[src/rtl/controller_pio_in.sv]
// controller_pio_in -- Avalon-MM input-port peripheral.
//
// Samples an asynchronous WIDTH-bit input bus through a two-flop
// synchronizer, optionally debounces each bit, captures enabled rising and
// falling edges into a write-1-to-clear register and raises a level irq for
// captured edges that are unmasked.
//
// Optional feature: define CONTROLLER_PIO_IN_DEBOUNCE_EN to add a per-bit
// debounce filter (DEBOUNCE_CYCLES stable cycles before the filtered value
// follows the pin). Without it the filter is a plain register stage.
//
// Register map (word address):
//   0 DATA (RO)  1 RISE_EN  2 IRQ_MASK  3 EDGE_CAP (W1C)  4 FALL_EN  5-7 zero
//
// Ports:
//   clk, reset   system clock, synchronous active-high reset
//   address      register word address
//   chipselect   slave select; write strobe = chipselect & ~write_n
//   write_n      active-low write strobe
//   writedata    write data, bits [WIDTH-1:0] used
//   in_port      asynchronous external inputs
//   readdata     registered read data (latency 1), upper bits zero
//   irq          level interrupt, |(EDGE_CAP & IRQ_MASK)
module controller_pio_in #(
    parameter int WIDTH           = 10,
    parameter int DEBOUNCE_CYCLES = 16
) (
    input  logic             clk,
    input  logic             reset,
    input  logic [2:0]       address,
    input  logic             chipselect,
    input  logic             write_n,
    input  logic [31:0]      writedata,
    input  logic [WIDTH-1:0] in_port,
    output logic [31:0]      readdata,
    output logic             irq
);

    logic [WIDTH-1:0] s1_q, s2_q, filt_q, prev_q;
    logic [WIDTH-1:0] filt_d, prev_d;
    logic [WIDTH-1:0] rise_en_q, fall_en_q, irq_mask_q, edge_cap_q;
    logic [WIDTH-1:0] rise_en_d, fall_en_d, irq_mask_d, edge_cap_d;
    logic [1:0]       arm_q, arm_d;
    logic [31:0]      readdata_q, readdata_d;

    logic             wr;
    logic             armed;
    logic [WIDTH-1:0] rise, fall, clr;

    logic unused_wdata;
    assign unused_wdata = ^writedata;

`ifdef CONTROLLER_PIO_IN_DEBOUNCE_EN
    localparam int CW = $clog2(DEBOUNCE_CYCLES) + 1;
    logic [WIDTH-1:0][CW-1:0] cnt_q, cnt_d;
`endif

    // Arming: the counter saturates at 3. Until then the filter and the
    // previous-value stage are both loaded straight from the synchronizer,
    // so the pin state present at reset release never looks like an edge.
    assign armed = (arm_q == 2'd3);

    always_comb begin
        wr    = chipselect & ~write_n;
        arm_d = armed ? arm_q : arm_q + 2'd1;

`ifdef CONTROLLER_PIO_IN_DEBOUNCE_EN
        filt_d = filt_q;
        cnt_d  = '0;
        for (int i = 0; i < WIDTH; i++) begin
            if (!armed) begin
                filt_d[i] = s2_q[i];
            end else if (s2_q[i] != filt_q[i]) begin
                if (cnt_q[i] == CW'(DEBOUNCE_CYCLES - 1)) begin
                    filt_d[i] = s2_q[i];
                end else begin
                    cnt_d[i] = cnt_q[i] + CW'(1);
                end
            end
        end
`else
        filt_d = s2_q;
`endif
        prev_d = armed ? filt_q : s2_q;

        rise = armed ? (filt_q & ~prev_q & rise_en_q) : '0;
        fall = armed ? (~filt_q & prev_q & fall_en_q) : '0;
        clr  = (wr && address == 3'd3) ? writedata[WIDTH-1:0] : '0;
        // A new edge on the same edge as its W1C keeps the bit set.
        edge_cap_d = rise | fall | (edge_cap_q & ~clr);

        rise_en_d  = (wr && address == 3'd1) ? writedata[WIDTH-1:0] : rise_en_q;
        irq_mask_d = (wr && address == 3'd2) ? writedata[WIDTH-1:0] : irq_mask_q;
        fall_en_d  = (wr && address == 3'd4) ? writedata[WIDTH-1:0] : fall_en_q;

        readdata_d = '0;
        case (address)
            3'd0:    readdata_d[WIDTH-1:0] = filt_q;
            3'd1:    readdata_d[WIDTH-1:0] = rise_en_q;
            3'd2:    readdata_d[WIDTH-1:0] = irq_mask_q;
            3'd3:    readdata_d[WIDTH-1:0] = edge_cap_q;
            3'd4:    readdata_d[WIDTH-1:0] = fall_en_q;
            default: readdata_d = '0;
        endcase
    end

    always_ff @(posedge clk) begin
        if (reset) begin
            s1_q       <= '0;
            s2_q       <= '0;
            filt_q     <= '0;
            prev_q     <= '0;
            rise_en_q  <= '0;
            fall_en_q  <= '0;
            irq_mask_q <= '0;
            edge_cap_q <= '0;
            arm_q      <= '0;
            readdata_q <= '0;
`ifdef CONTROLLER_PIO_IN_DEBOUNCE_EN
            cnt_q      <= '0;
`endif
        end else begin
            s1_q       <= in_port;
            s2_q       <= s1_q;
            filt_q     <= filt_d;
            prev_q     <= prev_d;
            rise_en_q  <= rise_en_d;
            fall_en_q  <= fall_en_d;
            irq_mask_q <= irq_mask_d;
            edge_cap_q <= edge_cap_d;
            arm_q      <= arm_d;
            readdata_q <= readdata_d;
`ifdef CONTROLLER_PIO_IN_DEBOUNCE_EN
            cnt_q      <= cnt_d;
`endif
        end
    end

    assign readdata = readdata_q;
    assign irq      = |(edge_cap_q & irq_mask_q);

endmodule

[config.mk]
export PLATFORM = sky130hd
export DESIGN_NAME = controller_pio_in
export DESIGN_NICKNAME = d
export VERILOG_FILES = /design/src/rtl/controller_pio_in.sv
export SDC_FILE = /design/constraint.sdc
export NUM_CORES = 1
export LEC_CHECK = 0
export BUFFER_PORTS_ARGS = -buffer_cell sky130_fd_sc_hd__buf_2
export CELL_PAD_IN_SITES_DETAIL_PLACEMENT = 0
export CELL_PAD_IN_SITES_GLOBAL_PLACEMENT = 1
export CORE_ASPECT_RATIO = 1.25
export CORE_UTILIZATION = 32
export CTS_CLUSTER_DIAMETER = 40
export CTS_CLUSTER_SIZE = 25
export DETAILED_ROUTE_END_ITERATION = 12
export HOLD_SLACK_MARGIN = 0.06
export PLACE_DENSITY = 0.69
export SLEW_MARGIN = 5
export SYNTH_ARGS = -nofsm -noshare
export SYNTH_HDL_FRONTEND = slang
export SYNTH_SLANG_ARGS = --single-unit
[constraint.sdc]
create_clock -name clk -period 3.45 [get_ports clk]
set_clock_uncertainty 0.2 [all_clocks]
set_input_delay 0.69 -clock clk [delete_from_list [all_inputs] [get_ports clk]]
set_output_delay 0.69 -clock clk [all_outputs]
set_load 0.01 [all_outputs]
==> impl_metrics.ini <==
[floorplanning]
die_y_microns = 123.9
die-area_sq_um = 12330
core_sq_um = 11620
start_util = 0.3273
std_cell_rows = 44
io_pins = 82
die_w_microns = 99.50

[global_routing]
grt_pass1_wl_microns = 14970
antenna_found_initial = 0
grt_max_degree = 57
overflow = 0
grt_pass1_vias = 2827
grt_usage = 0.1628

[worst_setup_path]
worstPathMaxFanout = 3
crit_family = compound AO/OA/AOI/OAI gates
required_ps = 2560
worstSetupPathType = register to output port
rrSetupSlack_ps = 1740
slowest_stage = dfxtp_1
critPathBufInv = 1
crit_chain = a22o_1 > a221oi_1 > nand4_1 > buf_2
cpPeakStageDelay_ps = 340
crit_path_end_kind = output port
crit_path_start_kind = register
crit_arrival_ps = 1610

[power]
peakVddDrop_mv = 0.2986
p_leak_uw = 0.001560
power.density_nw_per_um2 = 533.4

[cells_and_area]
nets = 481
final_area_sq_um = 4347
seqCellArea_sq_um = 1842
areaGrowthSynthToFinish_pct = 14.31
multi_input_area_sq_um = 1737
num-fill-cells = 1203
drive_above_1_share = 0.1766
num_antenna_cells = 0

[clock_network]
cts_setup_buffers = 0
cts_tree = yes
clk_pin_slew_ps = 60
clk_latency_ps = 330
cts.sinks = 92
cts_max_level = 3
clk_path_buf_depth = 2
clock-root-buffer = clkbuf_16
hold_buffers = 0
post_cts.resized_instances = 0
cts_buffers = 9

[synth]
seq_area_frac_synth = 0.4844
avgSynthCellArea_sq_um = 9.412
synth_seq_cells = 92
syn_inst = 404
synth_area_leader_cell = dfxtp_1
synth_area_sq_um = 3802
synth_ff_type = dfxtp_1
synth_top_area_frac = 0.4844
yosys-top-cells-count = dfxtp_1, a21oi_1, nand3_1
synth_edf_count = 0
ys_types = 36
yosysWarnings = 0
synthArstFlopShare = 0
yosysMostFrequentCell = dfxtp_1
synthTopCellsByArea = dfxtp_1, nor2b_1, a21oi_1

[timing]
slew_viol_final = 0
fin_tns_setup_ps = 0
worst_pin_slew_ps = 740.1
finalSetupViolCount = 0
max_freq_ghz = 0.3999
period_share = 0.7248
min_period_ps = 2501
hold_viol = 0
rsz0062_at_grt = false
relSlewSlack = 0.5066

[routing]
drtPass1Iterations = 8
drt_wl_total_microns = 9390
dr_total_vias = 2958
drc = 1
antenna_left = 0
avgRoutedWirePerCell_microns = 15.73
routed_via_density = 4.955
drt_iter0_drc = 210

[hold_path]
holdCritPathClass = register to register

[place]
io_buffer_count = 37
dp_hpwl_microns = 6023
postPlaceCellArea_sq_um = 4029
place_congestion = 0.7536

[flow_run]
max_cap_viol_count = 0

[status]
outcome = finished, violations left
violations = DRC
state kept, by name (all words and copies together), names as in the netlist:
| name | flops |
|---|---|
| filt_d | 10 |
| s1_q | 10 |
| readdata | 10 |
| irq_mask_q | 10 |
| fall_en_q | 10 |
| arm_q | 2 |
| filt_q | 10 |
| edge_cap_q | 10 |
| prev_q | 10 |
| rise_en_q | 10 |
cell type report:
type | instances | area share
Sequential cell | 92 | 0.4237
Clock buffer | 11 | 0.05584
Multi-Input combinational cell | 282 | 0.3995
Tap cell | 161 | 0.04634
Timing Repair Buffer | 45 | 0.05642
Clock inverter | 5 | 0.01727
Inverter | 1 | 0.0008636
logic make-up (layout without fill, tap and decap cells):
group                      count (synthesis)  count (layout)  share of synthesized area
AOI/OAI and AO/OA                        116             116                     0.1823
xor gates and xnor gates                   1               1                   0.002304
adders and majority gates                  1               1                   0.003290
buffers and inverters                     51              62                    0.08160
DFF                                       92              92                     0.4844
muxes                                     21              21                    0.05857
other                                      1              22                  0.0009862
and+or+nand+nor                          121             121                     0.1866
cell usage in the layout (no fill, tap or decap), types with 2 or more instances in the layout:
cell,count
nand3b_1,13
o21ai_0,36
a22oi_1,21
nand2b_1,2
buf_2,37
buf_4,8
clkbuf_16,9
bufinv_16,2
clkinv_2,3
a32o_1,10
nor2b_1,32
nor2_1,12
a21oi_1,41
nand3_1,40
nor3b_4,2
dfxtp_1,92
conb_1,22
nand2_1,11
mux2i_1,11
o21ai_1,5
mux2_2,10
metal layers:
layer  part of all wire  wire [microns]  global-route usage  up-vias
met5                  0               0                   0        -
li1                   -               -                   -     1449
met3              0.060             564             0.04097       13
met1               0.44            4170              0.2081     1390
met2               0.48            4473              0.2552      106
met4              0.019             182             0.08272        0
report_power, final:
| group | switching, uW | total, uW | internal [uW] | leakage (uW) |
|---|---|---|---|---|
| sequential | 14.9 | 1110 | 1090 | 0.000748 |
| clock | 394 | 1040 | 651 | 0.000159 |
| combinational | 114 | 168 | 54.9 | 0.000652 |
stage by stage:
step                      total power [uW]    util  cells  setup slack (ps)  hold slack, ps
after global placement                1294  0.3468    581             828.7           219.0
after CTS                             2348  0.3742    597             934.5           238.9
after global routing                  2408  0.3742    597             894.8           260.6
final                                 2318  0.3742    597             949.5           235.7
after detailed placement              1299  0.3468    581             838.0           224.6
after floorplan                       1257       -    425              1643           213.8
worst reg2reg max path, stage by stage, from the launching register on:
cell	delay, ps
dfxtp_1	350
ha_1	170
nor2b_1	560
buf_4	250
a32o_1	120
path summary, 6_finish.rpt:
| check | from | to | cells past startpoint |
|---|---|---|---|
| hold reg to reg | s1_q[0] | filt_d[0] | 1 |
| setup / recovery | irq_mask_q[5] | irq | 4 |
| hold / removal | s1_q[0] | filt_d[0] | 1 |
| setup reg to reg | arm_q[0] | edge_cap_q[9] | 4 |
(Power assumes the default switching activity.)
